### src/rtl/ir_cmd_ctrl.sv
// ir_cmd_ctrl: validates decoded IR frames, drops repeats inside a holdoff
// window and queues accepted {addr,cmd} pairs in a small first-word
// fall-through FIFO for a downstream consumer.
module ir_cmd_ctrl #(
   parameter int         DEPTH       = 4,
   parameter int         HOLDOFF     = 11000000,
   parameter bit         FILTER_EN   = 1'b0,
   parameter logic [7:0] FILTER_ADDR = 8'h10
) (
   input  logic        clk,
   input  logic        rst,
   input  logic [31:0] burst,
   input  logic        burst_rdy,
   output logic        rcv_clr,
   output logic [7:0]  cmd_addr,
   output logic [7:0]  cmd_data,
   output logic        cmd_valid,
   input  logic        cmd_ready,
   output logic [7:0]  err_cnt,
   output logic        ovf
);

   localparam int AW = (DEPTH > 1) ? $clog2(DEPTH) : 1;
   localparam int HW = (HOLDOFF > 0) ? $clog2(HOLDOFF + 1) : 1;
   localparam logic [HW-1:0] HOLDOFF_V = HW'(HOLDOFF);

   typedef enum logic [1:0] {
      S_IDLE  = 2'd0,
      S_CHECK = 2'd1,
      S_PUSH  = 2'd2,
      S_ERR   = 2'd3
   } state_t;

   state_t          r_state;
   state_t          w_state_next;

   logic            r_rdy_d;
   logic [31:0]     r_burst;
   logic [15:0]     r_last;
   logic [HW-1:0]   r_hold;
   logic [7:0]      r_err_cnt;
   logic            r_ovf;
   logic [AW:0]     r_wptr;
   logic [AW:0]     r_rptr;
   logic [15:0]     r_mem [DEPTH];

   logic            w_edge;
   logic            w_chk_ok;
   logic            w_addr_ok;
   logic            w_dup;
   logic [15:0]     w_code;
   logic            w_empty;
   logic            w_full;
   logic            w_pop;
   logic            w_wr;
   logic            w_drop;
   logic [15:0]     w_head;

   // Frame qualification and FIFO status
   assign w_edge    = burst_rdy & ~r_rdy_d;
   assign w_code    = {r_burst[7:0], r_burst[23:16]};
   assign w_chk_ok  = (r_burst[15:8] == ~r_burst[7:0]) && (r_burst[31:24] == ~r_burst[23:16]);
   assign w_addr_ok = !FILTER_EN || (r_burst[7:0] == FILTER_ADDR);
   assign w_dup     = (w_code == r_last) && (r_hold != '0);

   assign w_empty   = (r_wptr == r_rptr);
   assign w_full    = (r_wptr[AW] != r_rptr[AW]) && (r_wptr[AW-1:0] == r_rptr[AW-1:0]);
   assign w_pop     = !w_empty && cmd_ready;
   // A full FIFO still accepts the write when the head leaves in the same cycle
   assign w_wr      = (r_state == S_PUSH) && (!w_full || w_pop);
   assign w_drop    = (r_state == S_PUSH) && w_full && !w_pop;

   assign w_head    = r_mem[r_rptr[AW-1:0]];
   assign cmd_addr  = w_head[15:8];
   assign cmd_data  = w_head[7:0];
   assign cmd_valid = !w_empty;
   assign err_cnt   = r_err_cnt;
   assign ovf       = r_ovf;

   // FSM state register
   always_ff @(posedge clk or negedge rst) begin
      if (!rst) r_state <= S_IDLE;
      else      r_state <= w_state_next;
   end

   // FSM next state and the receiver resync pulse
   always_comb begin
      w_state_next = r_state;
      rcv_clr      = 1'b0;
      unique case (r_state)
         S_IDLE: begin
            if (w_edge) w_state_next = S_CHECK;
         end
         S_CHECK: begin
            if (!w_chk_ok || !w_addr_ok) w_state_next = S_ERR;
            else if (w_dup)              w_state_next = S_IDLE;
            else                         w_state_next = S_PUSH;
         end
         S_PUSH: begin
            w_state_next = S_IDLE;
         end
         S_ERR: begin
            rcv_clr      = 1'b1;
            w_state_next = S_IDLE;
         end
         default: w_state_next = S_IDLE;
      endcase
   end

   // Edge detector and frame capture; busy-state edges are simply not captured
   always_ff @(posedge clk or negedge rst) begin
      if (!rst) begin
         r_rdy_d <= 1'b0;
         r_burst <= '0;
      end else begin
         r_rdy_d <= burst_rdy;
         if (r_state == S_IDLE && w_edge) r_burst <= burst;
      end
   end

   // Last accepted code and holdoff window; any accepted write restarts the window
   always_ff @(posedge clk or negedge rst) begin
      if (!rst) begin
         r_last <= '0;
         r_hold <= '0;
      end else if (w_wr) begin
         r_last <= w_code;
         r_hold <= HOLDOFF_V;
      end else if (r_hold != '0) begin
         r_hold <= r_hold - HW'(1);
      end
   end

   // Error counter (saturating) and sticky overflow flag
   always_ff @(posedge clk or negedge rst) begin
      if (!rst) begin
         r_err_cnt <= '0;
         r_ovf     <= 1'b0;
      end else begin
         if (r_state == S_ERR && r_err_cnt != 8'hFF) r_err_cnt <= r_err_cnt + 8'd1;
         if (w_drop) r_ovf <= 1'b1;
      end
   end

   // FIFO pointers with an extra wrap bit to tell full from empty
   always_ff @(posedge clk or negedge rst) begin
      if (!rst) begin
         r_wptr <= '0;
         r_rptr <= '0;
      end else begin
         if (w_wr)  r_wptr <= r_wptr + (AW+1)'(1);
         if (w_pop) r_rptr <= r_rptr + (AW+1)'(1);
      end
   end

   // FIFO storage; contents need no reset since the pointers define validity
   always_ff @(posedge clk) begin
      if (w_wr) r_mem[r_wptr[AW-1:0]] <= w_code;
   end

endmodule

### config.mk
export PLATFORM = sky130hd
export DESIGN_NAME = ir_cmd_ctrl
export DESIGN_NICKNAME = d
export VERILOG_FILES = /design/src/rtl/ir_cmd_ctrl.sv
export SDC_FILE = /design/constraint.sdc
export NUM_CORES = 1
export LEC_CHECK = 0
export BUFFER_PORTS_ARGS = -buffer_cell sky130_fd_sc_hd__buf_4
export CELL_PAD_IN_SITES_DETAIL_PLACEMENT = 1
export CELL_PAD_IN_SITES_GLOBAL_PLACEMENT = 2
export CORE_MARGIN = 2
export CORE_UTILIZATION = 45
export CTS_CLUSTER_DIAMETER = 60
export DETAILED_ROUTE_END_ITERATION = 6
export PLACE_DENSITY = 0.88
export SETUP_SLACK_MARGIN = 0.1
export SYNTH_ARGS = -nofsm -noshare
export SYNTH_HDL_FRONTEND = slang
export SYNTH_SLANG_ARGS = --single-unit
### constraint.sdc
create_clock -name clk -period 4.1 [get_ports clk]
set_input_delay 0.615 -clock clk [delete_from_list [all_inputs] [get_ports clk]]
set_output_delay 0.615 -clock clk [all_outputs]
set_load 0.005 [all_outputs]
==> metrics.yaml <==
outcome: "finished clean"
first_pass_iters: 4
cp-end-kind: "flop"
die_h_um: 125
slowest_delay_ns: 0.88
place_ws_ns: 1.33
post-cts-setup-buffer-count: 0
drive_above_1_share_pct: 28.6
power_density_nw_per_um2: 745
switching_share_pct: 33.8
drtIter0Drc: 237
antenna_found_initial: 1
insertion_delay_ns: 0.42
setup_ws_ns: 1.30
die_area_um2: 15700
dieWidth_um: 125
drt-total-wl_um: 15000
crit_required_ns: 4.15
highest_layer: "met4"
p_sw_mw: 1.96
crit_chain: "xnor2_1 > and4bb_2 > nor3b_4 > and2_1"
ys_warn_count: 0
max_cap_viol_count: 0
synth_edf_count: 64
synth_top_area_share_pct: 34.1
ctsHoldBuffers: 0
start_kind: "flop"
num_rows: 44
grt-ovfl-total: 0
dr_wl_met3_um: 743
cts_num_sinks: 154
initial_core_util_pct: 45.8
period_needed_ns: 2.80
antenna_left: 0
cts-htree-levels: 4
rsz0062_at_grt: "no"
synthFlopType: "dfrtp_1"
yosysSeqAreaShare_pct: 63.2
grt_pass1_wl_um: 24300
avgSynthCellArea_um2: 14.2
tightest_slew_ns: 0.892
synth_cell_type_count: 48
area_growth_pct: 17.7
port_buffers: 62
ys_seq_elements: 154
route.met2.wl_um: 7480
io_pins: 63
dp_hpwl_um: 10300
fmax_ghz: 0.357
synthArstFlopShare_pct: 58.4
clock_skew_ns: 0.00695
numCtsBuffers: 17
grt_util_all_layers_pct: 20.5
path_class: "flop to flop"
drc: 0
finalHoldViolations: 0
ir_worst_vdd_v: 0.000340
p_comb_share_pct: 29.1
wl_per_cell_um: 20.5
grt_pass1_vias: 4356
root_buffer: "clkbuf_16"
synth_cells: 464
cts_tree: "built"
p_leak_nw: 3.03
drt-vias-per-instance: 5.44
clock_path_buffers: 2
min_path_type: "input port to async pin"
fin_crit_sh_pct: 68.3
relSlewSlack_pct: 40.5
num_vias: 3984
wl_met1_um: 6540
netlist_area_um2: 6610
worstPathArrival_ns: 2.84
grt_max_degree: 69
crit_path_top_delay_cell: "dfrtp_1"
critPathMaxFanout: 19
tns_ns: 0
clock_power_share_pct: 23.3
synth_area_leader_cell: "dfrtp_1"
antenna_cells: 0
finalWeightedCongestion: 0.773
synthTopCellsByArea: "dfrtp_1 (34%), edfxtp_1 (29%), mux2_2 (5.8%), xnor2_1 (5.6%), mux4_2 (5.5%)"
setup_viol: 0
core_um2: 14400
final_nets: 579
seqPwrFrac_pct: 47.6
intPower_mw: 3.83
cts_resized: 0
maxSlewViolCount: 0
syn_nets: 508
path_clk_slew_ns: 0.06
[path summary, 6_finish.rpt]
kind	from	endpoint	cells past startpoint	slack, ns
worst min-delay path	rst	err_cnt[1]	1	0.30
max in group asynchronous	rst	r_burst[21]	2	2.91
worst min register to register	r_wptr[2]	r_wptr[2]	1	0.50
min in group clk	burst_rdy	r_rdy_d	1	0.32
worst max register to register	r_rptr[1]	r_mem[3][6]	4	1.30
worst max-delay path	r_rptr[1]	r_mem[3][6]	4	1.30
[logic make-up (layout without fill, tap and decap cells)]
| logic type | after synthesis | count (layout) | synth area share (%) |
|---|---|---|---|
| muxes | 50 | 50 | 11.3 |
| AOI/OAI and AO/OA | 24 | 24 | 2.33 |
| and+or+nand+nor | 144 | 144 | 11.8 |
| DFF | 154 | 154 | 63.2 |
| xor gates and xnor gates | 64 | 64 | 8.49 |
| buffers and inverters | 20 | 104 | 1.46 |
| adders and majority gates | 8 | 8 | 1.52 |
[flip-flops by register name, summed over array words and instances, names as in the netlist]
name and count:
r_hold 24, r_last 16, r_mem 64, err_cnt 8, r_rptr 3, r_burst 32, r_state 2, ovf 1
r_rdy_d 1, r_wptr 3
[synthesized netlist by cell type, types with 5 or more instances]
| cell | n |
|---|---|
| xnor2_1 | 42 |
| ha_1 | 8 |
| dfrtp_1 | 90 |
| xor2_1 | 22 |
| inv_1 | 6 |
| mux4_2 | 16 |
| a21oi_1 | 6 |
| edfxtp_1 | 64 |
| o21ai_0 | 5 |
| nor4_1 | 7 |
| nor3_1 | 6 |
| nor2_1 | 17 |
| nand2_1 | 65 |
| mux2_2 | 34 |
| nand3_1 | 8 |
| nand4_1 | 11 |
| buf_2 | 8 |
[per-stage QoR]
step                cells  hold WS [ns]  utilization [%]  instance area [um^2]  power (mW)
detailed placement    700         0.480             50.4                  7270        4.48
global route          732         0.309             53.9                  7770        6.14
finish                732         0.304             53.9                  7770        5.79
global placement      700         0.480             50.4                  7270        4.33
CTS                   732         0.303             53.9                  7770        5.86
floorplan             464         0.319                -                  6610        3.74
[critical path, delay by kind of cell (launching register included)]
kind             cells  cell delay, ns
XOR/XNOR             1            0.20
flip-flops           1            0.88
AND/OR/NAND/NOR      3            1.33
[cell type report]
cell class / count / area (um^2)
Clock buffer: 24 / 452
Clock inverter: 8 / 48.8
Fill cell: 1445 / 6650
Inverter: 6 / 22.5
Multi-Input combinational cell: 290 / 2350
Sequential cell: 154 / 4170
Tap cell: 184 / 230
Timing Repair Buffer: 66 / 495
[layout by cell type (no fill, tap or decap), drive strengths merged, types with 3 or more instances in the layout]
| cell type | n |
|---|---|
| nor3 | 6 |
| buf | 66 |
| clkinv | 6 |
| clkbuf | 24 |
| edfxtp | 64 |
| nor2 | 17 |
| a211oi | 3 |
| dfrtp | 90 |
| o21ai | 5 |
| inv | 6 |
| mux2 | 34 |
| and3 | 3 |
| xnor2 | 42 |
| or3 | 5 |
| nand4 | 12 |
| mux4 | 16 |
| nand2 | 65 |
| o211ai | 3 |
| xor2 | 22 |
| ha | 8 |
| a21oi | 6 |
| and2 | 4 |
| nand3 | 8 |
| nor4 | 11 |
[metal layers]
metal	GRT usage (%)	vias up
li1	-	1819
met2	32.7	97
met4	7.97	0
met3	4.41	20
met1	27.7	2048
met5	0	-
[power groups by stage]
| stage | Sequential [mW] | Clock, mW | Combinational (mW) |
|---|---|---|---|
| 2_1_floorplan | 2.51 | 0 | 1.22 |
| 6_report | 2.76 | 1.35 | 1.68 |
| 5_1_grt | 2.83 | 1.44 | 1.87 |
| 3_3_place_gp | 2.72 | 0 | 1.61 |
| 3_5_place_dp | 2.78 | 0 | 1.70 |
| 4_1_cts | 2.77 | 1.38 | 1.72 |
Note: power is estimated with default switching activity, not from simulation.
